File: src/rtl/uart_rx.sv
// uart_rx: 16x-oversampling UART receiver (LSB first, no parity, one stop bit).
// Synchronises the line, validates start bits and presents words on a valid/ready output.
module uart_rx #(
    parameter int unsigned DATA_BITS   = 8,
    parameter int unsigned SYNC_STAGES = 2
) (
    input  logic                 i_clk,
    input  logic                 i_reset_n,
    input  logic                 i_tick,
    input  logic                 i_rx,
    output logic [DATA_BITS-1:0] o_data,
    output logic                 o_valid,
    input  logic                 i_ready,
    output logic                 o_frame_err,
    output logic                 o_overrun,
    output logic                 o_busy
);
    localparam int unsigned NW = (DATA_BITS > 1) ? $clog2(DATA_BITS) : 1;
    localparam logic [NW-1:0] LAST_BIT = NW'(DATA_BITS - 1);

    typedef enum logic [2:0] {
        StIdle,
        StStart,
        StData,
        StStop,
        StWaitIdle
    } state_e;

    state_e                 r_state;
    state_e                 w_state_next;
    logic [SYNC_STAGES-1:0] r_sync;
    logic [3:0]             r_s;
    logic [3:0]             w_s_next;
    logic [NW-1:0]          r_n;
    logic [NW-1:0]          w_n_next;
    logic [DATA_BITS-1:0]   r_sh;
    logic [DATA_BITS-1:0]   w_sh_next;
    logic                   w_rx_s;
    logic                   w_deliver;
    logic                   w_frame_err;

    logic [DATA_BITS-1:0]   r_data;
    logic                   r_valid;
    logic                   r_frame_err;
    logic                   r_overrun;
    logic                   r_busy;

    assign w_rx_s = r_sync[SYNC_STAGES-1];

    // Synchroniser resets to the idle-high line level.
    always_ff @(posedge i_clk or negedge i_reset_n) begin
        if (!i_reset_n) begin
            r_sync <= '1;
        end else begin
            r_sync <= {r_sync[SYNC_STAGES-2:0], i_rx};
        end
    end

    always_ff @(posedge i_clk or negedge i_reset_n) begin
        if (!i_reset_n) begin
            r_state <= StIdle;
            r_s     <= '0;
            r_n     <= '0;
            r_sh    <= '0;
        end else begin
            r_state <= w_state_next;
            r_s     <= w_s_next;
            r_n     <= w_n_next;
            r_sh    <= w_sh_next;
        end
    end

    always_comb begin
        w_state_next = r_state;
        w_s_next     = r_s;
        w_n_next     = r_n;
        w_sh_next    = r_sh;
        w_deliver    = 1'b0;
        w_frame_err  = 1'b0;
        unique case (r_state)
            StIdle: begin
                if (i_tick && !w_rx_s) begin
                    w_state_next = StStart;
                    w_s_next     = '0;
                end
            end
            StStart: begin
                if (i_tick) begin
                    if (r_s == 4'd7) begin
                        // Line must still be low at mid start bit, else it was a glitch.
                        w_s_next     = '0;
                        w_n_next     = '0;
                        w_state_next = w_rx_s ? StIdle : StData;
                    end else begin
                        w_s_next = r_s + 4'd1;
                    end
                end
            end
            StData: begin
                if (i_tick) begin
                    if (r_s == 4'd15) begin
                        w_sh_next = {w_rx_s, r_sh[DATA_BITS-1:1]};
                        w_s_next  = '0;
                        if (r_n == LAST_BIT) begin
                            w_state_next = StStop;
                        end else begin
                            w_n_next = r_n + 1'b1;
                        end
                    end else begin
                        w_s_next = r_s + 4'd1;
                    end
                end
            end
            StStop: begin
                if (i_tick) begin
                    if (r_s == 4'd15) begin
                        w_s_next = '0;
                        if (w_rx_s) begin
                            w_deliver    = 1'b1;
                            w_state_next = StIdle;
                        end else begin
                            w_frame_err  = 1'b1;
                            w_state_next = StWaitIdle;
                        end
                    end else begin
                        w_s_next = r_s + 4'd1;
                    end
                end
            end
            StWaitIdle: begin
                // Hold off through a break so it is not re-detected as a start bit.
                if (w_rx_s) begin
                    w_state_next = StIdle;
                end
            end
            default: begin
                w_state_next = StIdle;
            end
        endcase
    end

    always_ff @(posedge i_clk or negedge i_reset_n) begin
        if (!i_reset_n) begin
            r_data      <= '0;
            r_valid     <= 1'b0;
            r_frame_err <= 1'b0;
            r_overrun   <= 1'b0;
            r_busy      <= 1'b0;
        end else begin
            r_frame_err <= w_frame_err;
            r_overrun   <= 1'b0;
            r_busy      <= (w_state_next != StIdle);
            if (w_deliver) begin
                if (!r_valid || i_ready) begin
                    r_data  <= r_sh;
                    r_valid <= 1'b1;
                end else begin
                    r_overrun <= 1'b1;
                end
            end else if (r_valid && i_ready) begin
                r_valid <= 1'b0;
            end
        end
    end

    assign o_data      = r_data;
    assign o_valid     = r_valid;
    assign o_frame_err = r_frame_err;
    assign o_overrun   = r_overrun;
    assign o_busy      = r_busy;

endmodule

File: config.mk
export PLATFORM = sky130hd
export DESIGN_NAME = uart_rx
export DESIGN_NICKNAME = d
export VERILOG_FILES = /design/src/rtl/uart_rx.sv
export SDC_FILE = /design/constraint.sdc
export NUM_CORES = 1
export LEC_CHECK = 0
export CORE_MARGIN = 2
export CORE_UTILIZATION = 58
export DETAILED_ROUTE_END_ITERATION = 12
export GPL_ROUTABILITY_DRIVEN = 0
export PLACE_DENSITY = 0.82
export RECOVER_POWER = 100
export REMOVE_ABC_BUFFERS = 1
export SETUP_SLACK_MARGIN = 0.02
export SLEW_MARGIN = 20
export SYNTH_ARGS = -nofsm -noshare
export SYNTH_HDL_FRONTEND = slang
export SYNTH_SLANG_ARGS = --single-unit
File: constraint.sdc
create_clock -name i_clk -period 2.5 [get_ports i_clk]
set_input_delay 0.375 -clock i_clk [delete_from_list [all_inputs] [get_ports i_clk]]
set_output_delay 0.375 -clock i_clk [all_outputs]
set_load 0.05 [all_outputs]
== Word-level counts from Yosys, hierarchy flattened ==
Cells that the tools add are included.
Storage, ports and cells
  memories: 0
  register bits: 32
  RAM bits: 0
  bits in latches: 0
  memory bits (read-only): 0
  output and inout port bits: 12
  word-level logic and storage cells: 80
Cells by class
  add/subtract/negate cells: 2
  order comparisons: 0
  div/mod/pow operators: 0
  bitwise logic cells: 0
  multiply operators: 0
  equality and inequality tests: 15
  reductions and logical operators: 16
  multiplexer cells: 37
  shifts and indexed selects: 0
Operators with widths (count)
  $mux 3: 15
  $mux 4: 5
  $pmux 3 s5: 1
  $mux 1: 13
  $ne 2x2->1 const B: 6
  $pmux 4 s3: 1
  $eq 3x2->1 const B: 2
  $eq 3x3->1 const B: 2
  $pmux 3 s2: 1
  $reduce_and 6->1: 1
  $reduce_bool 3->1: 2
  $add 4x1->4 const B: 1
  $eq 4x3->1 const B: 1
  $eq 4x4->1 const B: 1
  $ne 2x1->1 const B: 2
  $reduce_and 2->1: 2
  $reduce_and 4->1: 1
  $reduce_bool 2->1: 2
  $add 3x1->3 const B: 1
  $eq 3x1->1 const B: 1
  $logic_not 3->1: 1
  $reduce_and 3->1: 1
  $logic_and 1x1->1: 2
  $logic_not 1->1: 2
  other kinds (3): 3

== Longest topological paths before layout ==
Gate-level depths: netlist of the first run.
  depth in word-level cells: 6
  gate-level depth with buffers: 6

== Worst setup path before layout of the first run ==
No wires, ideal clock.
  path type: reg-to-reg
  start point: reg r_s[0]
  end point: reg r_data[0], in the netlist o_data[0]
  slack: 0.925 ns
  library setup time: 0.125 ns
  path buffers: 0
  data required time: 2.375 ns
  data arrival time: 1.450 ns
  stages on the path, launching flop included: 6
  cells stage by stage: dfrtp_1 > ha_1 > and4_4 > and2_4 > nand4_4 > mux2_2
Between the ends
  longest elaborated chain between the ends: 5
RTL lines
  from (decl): RTL line 32  | logic [3:0] r_s;
  from (signal assigned): RTL line 67  | r_s <= w_s_next;
  $eq 4x4->1: RTL line 116  | if (r_s == 4'd15) begin
  $mux 1: RTL line 116
  $mux 1: RTL line 115  | if (i_tick) begin
  $mux 1: RTL line 80  | unique case (r_state)
  $reduce_and 2->1 (no source line)
  to (signal assigned): RTL line 155  | r_data <= r_sh;
  to (decl): RTL line 42  | logic [DATA_BITS-1:0] r_data;
No other way between the ends.
A chain may end at the register's enable or synchronous reset.

== Final worst setup path of the first run ==
  start point: reg r_data[6], in the netlist o_data[6]
  end point: out o_data[6]
RTL lines
  to (decl): RTL line 11  | output logic [DATA_BITS-1:0] o_data,
No word-level cell between the ends.

==> results of run 1 <==
-- layer usage --
metal	vias to the layer above	track usage, %	share of wire, %
met3	7	5.83	4.1
met1	525	27.6	43
met4	0	13.7	2.6
met5	-	0	0
li1	527	-	-
met2	26	40.2	50
-- synth_stat cells, types with 2 or more instances --
cell / n / area, um2
dfrtp_1: 30 / 751
nand2_1: 30 / 113
mux2_2: 8 / 90.1
nor2b_1: 6 / 37.5
nor3_1: 6 / 30.0
a21oi_1: 5 / 25.0
nor2_1: 5 / 18.8
o21ai_0: 5 / 25.0
nand3_1: 4 / 20.0
buf_2: 3 / 15.0
clkbuf_1: 3 / 11.3
ha_1: 3 / 37.5
inv_1: 3 / 11.3
a31oi_1: 2 / 12.5
and3_1: 2 / 12.5
dfstp_2: 2 / 52.6
nand2b_1: 2 / 12.5
nor3b_1: 2 / 15.0
o31ai_1: 2 / 15.0
o41ai_1: 2 / 17.5
-- power groups by stage --
stage	Clock [mW]	Sequential, mW	Combinational [mW]
floorplan	0	0.681	0.209
global placement	0	0.673	0.295
detailed placement	0	0.680	0.310
CTS	0.287	0.670	0.312
global route	0.311	0.685	0.335
finish	0.276	0.671	0.299
-- logic make-up (layout without fill, tap and decap cells) --
family	Yosys count	count (layout)	share of synthesized area, %
simple gates	64	64	23.1
flops	32	32	55.6
compound gates	22	22	9.88
buf+inv	9	29	2.60
mux	8	8	6.24
fa+ha+maj	3	3	2.60
-- cell type report --
cell class | instances | area (um2)
clock buffer | 7 | 45.0
clock inverter | 1 | 5.00
fill | 197 | 738
inverter | 3 | 11.3
multi-input combinational | 97 | 598
sequential | 32 | 803
tap | 30 | 37.5
timing repair buffer | 18 | 171
-- per-stage QoR --
stage                     area, um2  std cells
after floorplan                1420        132
after global placement         1630        180
after detailed placement       1630        180
after CTS                      1680        188
after global routing           1670        188
final                          1670        188
-- worst min path at each step --
stage	from	end	slack [ns]	depth (start not counted)
after detailed placement	r_sync[0]	r_sync[1]	0.35	0
final	r_sync[0]	r_sync[1]	0.36	0
after floorplan	i_reset_n	o_busy	0.08	0
after global placement	r_sync[0]	r_sync[1]	0.35	0
after CTS	r_sync[0]	r_sync[1]	0.37	0
after global routing	r_sync[0]	r_sync[1]	0.37	0
-- registers in the layout, summed over array words and instances (netlist names) --
signal       count
r_sync           2
o_frame_err      1
r_n              3
o_valid          1
o_busy           1
r_state          3
r_sh             8
r_s              4
o_overrun        1
o_data           8
==> results.py, run 1 <==
metrics = {
    "layout": {
        "areaGrowthSynthToFinish_pct": 15.8,
        "antennaDiodeCount": 0,
        "drive_above_1_share_pct": 12.0,
        "final_cell_mix": "nand2_1, dfrtp_1, dlygate4sd3_1",
        "nets": 165,
        "final_util_pct": 69.4,
    },
    "setup_path": {
        "cp_cell_sequence": "dlygate4sd3_1",
        "crit_required_ns": 2.12,
        "cp-endpoint": "o_data[6]",
        "cp-end-kind": "output port",
        "cp_top_family": "buffers and inverters",
        "cp_data_arrival_time_ns": 1.58,
        "worstReg2RegStart": "r_s[0]",
        "path_buf_inv": 1,
        "rrSetupSlack_ns": 0.57,
        "crit_type": "flop to output port",
        "crit_start": "o_data[6]",
        "reg2reg_to": "o_data[7]",
        "rr_worst_depth": 5,
        "cp_max_fo": 2,
        "worst-path-stages": 1,
        "crit_slowest_cell": "dlygate4sd3_1",
        "critPathLaunchType": "flop",
        "critPathMaxStageDelay_ns": 0.88,
    },
    "flow_run": {
        "cap_violations": 0,
    },
    "detailed_routing": {
        "wl_per_cell_um": 14.9,
        "routed_via_density": 5.77,
        "routed_wl_mm": 2.80,
        "ant_nets": 0,
        "vias": 1085,
        "drt_iter0_drc": 7,
        "drtPass1Iterations": 4,
        "drc_errors": 0,
    },
    "floorplanning": {
        "rows": 18,
        "chipWidth_um": 53.9,
        "coreArea_um2": 2410,
        "die_y_um": 53.9,
        "dieArea_um2": 2900,
        "start_util_pct": 59.9,
        "io-pin-count": 17,
    },
    "logic_synthesis": {
        "ys_types": 33,
        "synth_flop_cell": "dfrtp_1",
        "ys_ff_latch": 32,
        "synth_warnings": 0,
        "netlist_area_um2": 1440,
        "syn_area_per_cell_um2": 10.5,
        "async_flop_share_pct": 100,
        "synthCells": 138,
        "yosysSeqAreaShare_pct": 55.6,
        "synth-edff-count": 0,
    },
    "timing": {
        "setup_slack_ns": 0.549,
        "finalHoldViolCount": 0,
        "worstMarginPinSlew_ns": 0.517,
        "final-setup-viol-count": 0,
        "rsz0062_at_grt": "false",
        "drv_slew": 0,
        "post-route-period-util_pct": 78.0,
        "whs_ns": 0.363,
        "finalSetupTns_ns": 0,
        "finClkSkew_ns": 0.00762,
        "period_minus_slack_ns": 1.95,
        "timing.fmax_ghz": 0.513,
        "relSlewSlack_pct": 65.4,
    },
    "global_route": {
        "grt_pass1_wl_mm": 4.77,
        "grt_pass1_vias": 1095,
        "grt_max_degree": 33,
        "antenna_found_initial": 0,
        "grt_overflow_total": 0,
        "track_usage_pct": 23.9,
    },
    "clock_network": {
        "clock-root-buffer": "clkbuf_4",
        "clkSinkCount": 32,
        "clk_pin_slew_ns": 0.10,
        "cts_buffers": 5,
        "cts_tree": "done",
        "cts_htree_levels": 2,
        "clk_latency_ns": 0.33,
        "postCtsSetupBuffers": 0,
        "cts_hold_buf": 0,
        "ctsResizeCount": 0,
        "clock_path_buffers": 2,
    },
    "placement": {
        "pre_cts_slack_ns": 0.483,
        "port_buffers": 16,
        "dpl.hpwl_mm": 1.99,
    },
    "run_status": {
        "status": "completed",
    },
    "pwr": {
        "powerDensity_nw_per_um2": 745,
        "clockPowerShare_pct": 22.2,
        "vdd_drop_max_mv": 0.617,
        "power_leakage_nw": 0.821,
        "p_int_mw": 0.814,
        "seqPwrFrac_pct": 53.8,
        "switching_share_pct": 34.6,
        "power_mw": 1.25,
        "p_comb_share_pct": 24.0,
        "p_switching_mw": 0.432,
    },
    "hold_path": {
        "worst_hold_path_type": "flop to flop",
    },
}
(Power assumes the default switching activity.)
==> inputs of run 2 (changes only) <==
Settings changed: CORE_UTILIZATION 58 to 54, PLACE_DENSITY 0.82 to 0.77.
Clock period 2.5 ns to 1.95 ns, I/O delays scaled along.
==> results.py, run 2 (synthesized netlist as in run 1, its figures left out) <==
metrics = {
    "timing": {
        "finClkSkew_ns": 0.00327,
        "setup_slack_ns": 0.0961,
        "drv_slew": 0,
        "final-setup-viol-count": 0,
        "period_minus_slack_ns": 1.85,
        "finalSetupTns_ns": 0,
        "rsz0062_at_grt": "false",
        "post-route-period-util_pct": 95.1,
        "worstMarginPinSlew_ns": 0.781,
        "timing.fmax_ghz": 0.539,
        "relSlewSlack_pct": 48.0,
        "finalHoldViolCount": 0,
    },
    "clock_network": {
        "cts_tree": "done",
        "ctsResizeCount": 0,
        "clk_pin_slew_ns": 0.09,
        "clock_path_buffers": 2,
        "cts_hold_buf": 0,
        "clock-root-buffer": "clkbuf_4",
        "postCtsSetupBuffers": 0,
        "cts_htree_levels": 2,
        "clk_latency_ns": 0.34,
        "clkSinkCount": 32,
        "cts_buffers": 5,
    },
    "floorplanning": {
        "coreArea_um2": 2500,
        "io-pin-count": 17,
        "die_y_um": 55.7,
        "dieArea_um2": 3100,
        "chipWidth_um": 55.7,
        "rows": 18,
        "start_util_pct": 57.8,
    },
    "setup_path": {
        "crit_required_ns": 1.66,
        "critPathMaxStageDelay_ns": 0.87,
        "cp-end-kind": "output port",
        "rrSetupSlack_ns": 0.22,
        "crit_type": "flop to output port",
        "reg2reg_to": "o_data[4]",
        "crit_slowest_cell": "dlygate4sd3_1",
        "path_buf_inv": 1,
        "rr_worst_depth": 5,
        "critPathLaunchType": "flop",
        "worstReg2RegStart": "r_s[0]",
        "cp_top_family": "buffers and inverters",
        "cp_cell_sequence": "dlygate4sd3_1",
        "cp_data_arrival_time_ns": 1.56,
        "cp_max_fo": 2,
    },
    "global_route": {
        "grt_max_degree": 33,
        "grt_pass1_vias": 1109,
        "track_usage_pct": 20.7,
        "grt_pass1_wl_mm": 4.95,
        "grt_overflow_total": 0,
        "antenna_found_initial": 0,
    },
    "detailed_routing": {
        "drc_errors": 0,
        "vias": 1098,
        "routed_via_density": 5.78,
        "routed_wl_mm": 2.74,
        "ant_nets": 0,
        "drt_iter0_drc": 23,
        "drtPass1Iterations": 5,
        "wl_per_cell_um": 14.4,
    },
    "pwr": {
        "powerDensity_nw_per_um2": 1050,
        "vdd_drop_max_mv": 0.783,
        "power_leakage_nw": 0.829,
        "power_mw": 1.82,
    },
    "placement": {
        "dpl.hpwl_mm": 1.94,
        "place_area_um2": 1650,
        "port_buffers": 16,
        "pre_cts_slack_ns": 0.107,
    },
    "hold_path": {
        "hold_end": "r_sync[1]",
        "worst_hold_path.num_cells": 0,
        "worst_hold_path_type": "flop to flop",
        "worstHoldStart": "r_sync[0]",
    },
    "run_status": {
        "status": "completed",
    },
    "layout": {
        "drive_above_1_share_pct": 15.0,
        "nFillCells": 204,
        "areaGrowthSynthToFinish_pct": 19.8,
        "antennaDiodeCount": 0,
        "final_cell_mix": "nand2_1, dfrtp_1, clkdlybuf4s50_1",
        "stdcell_area_um2": 1730,
        "nets": 167,
    },
    "flow_run": {
        "cap_violations": 0,
    },
}
[run 2: cell types whose count changed in the layout (fill, tap and decap cells not counted)]
cell / change
clkbuf_8: +2
clkbuf_2: +2
and2_0: -1
dlygate4sd3_1: -7
and2_4: +1
bufinv_16: +1
clkinv_2: -1
clkbuf_1: -2
clkdlybuf4s50_1: +7
[run 2: per-layer routing]
| layer | vias up | track usage, % | wire length (um) |
|---|---|---|---|
| met1 | 534 | 23.0 | 1150 |
| met3 | 9 | 7.44 | 153 |
| met5 | - | 0 | 0 |
| met4 | 0 | 8.01 | 55 |
| li1 | 523 | - | - |
| met2 | 32 | 36.1 | 1380 |
[run 2: worst max path at each step]
stage / slack (ns) / to / cells past startpoint / from
3_3_place_gp: 0.15 / o_data[0] / 5 / i_tick
4_1_cts: 0.12 / o_data[0] / 1 / o_data[0]
2_1_floorplan: 0.38 / o_data[0] / 5 / r_s[0]
3_5_place_dp: 0.11 / o_data[4] / 5 / i_tick
6_report: 0.1 / o_valid / 1 / o_valid
5_1_grt: 0.05 / o_valid / 1 / o_valid
[run 2: final cells by class]
class / count / area [um2] / area share [%]
Clock buffer: 7 / 65.1 / 3.76
Inverter: 3 / 11.3 / 0.651
Sequential cell: 32 / 803 / 46.5
Multi-Input combinational cell: 97 / 601 / 34.7
Tap cell: 30 / 37.5 / 2.17
Timing Repair Buffer: 20 / 181 / 10.5
Clock inverter: 1 / 30.0 / 1.74
[run 2: stage by stage]
step	utilization, %	hold WS (ns)	std cells
4_1_cts	69.6	0.334	190
6_report	69.2	0.363	190
3_3_place_gp	65.8	0.349	182
3_5_place_dp	65.8	0.351	182
5_1_grt	69.2	0.370	190
2_1_floorplan	-	-0.00309	132
[run 2: where the power goes]
part           internal [mW]  total [mW]  switching (mW)  leakage, nW
clock network          0.340       0.569           0.229       0.0515
logic                  0.172       0.404           0.232        0.359
registers              0.738       0.843           0.105        0.418
total                   1.25        1.82           0.565        0.829
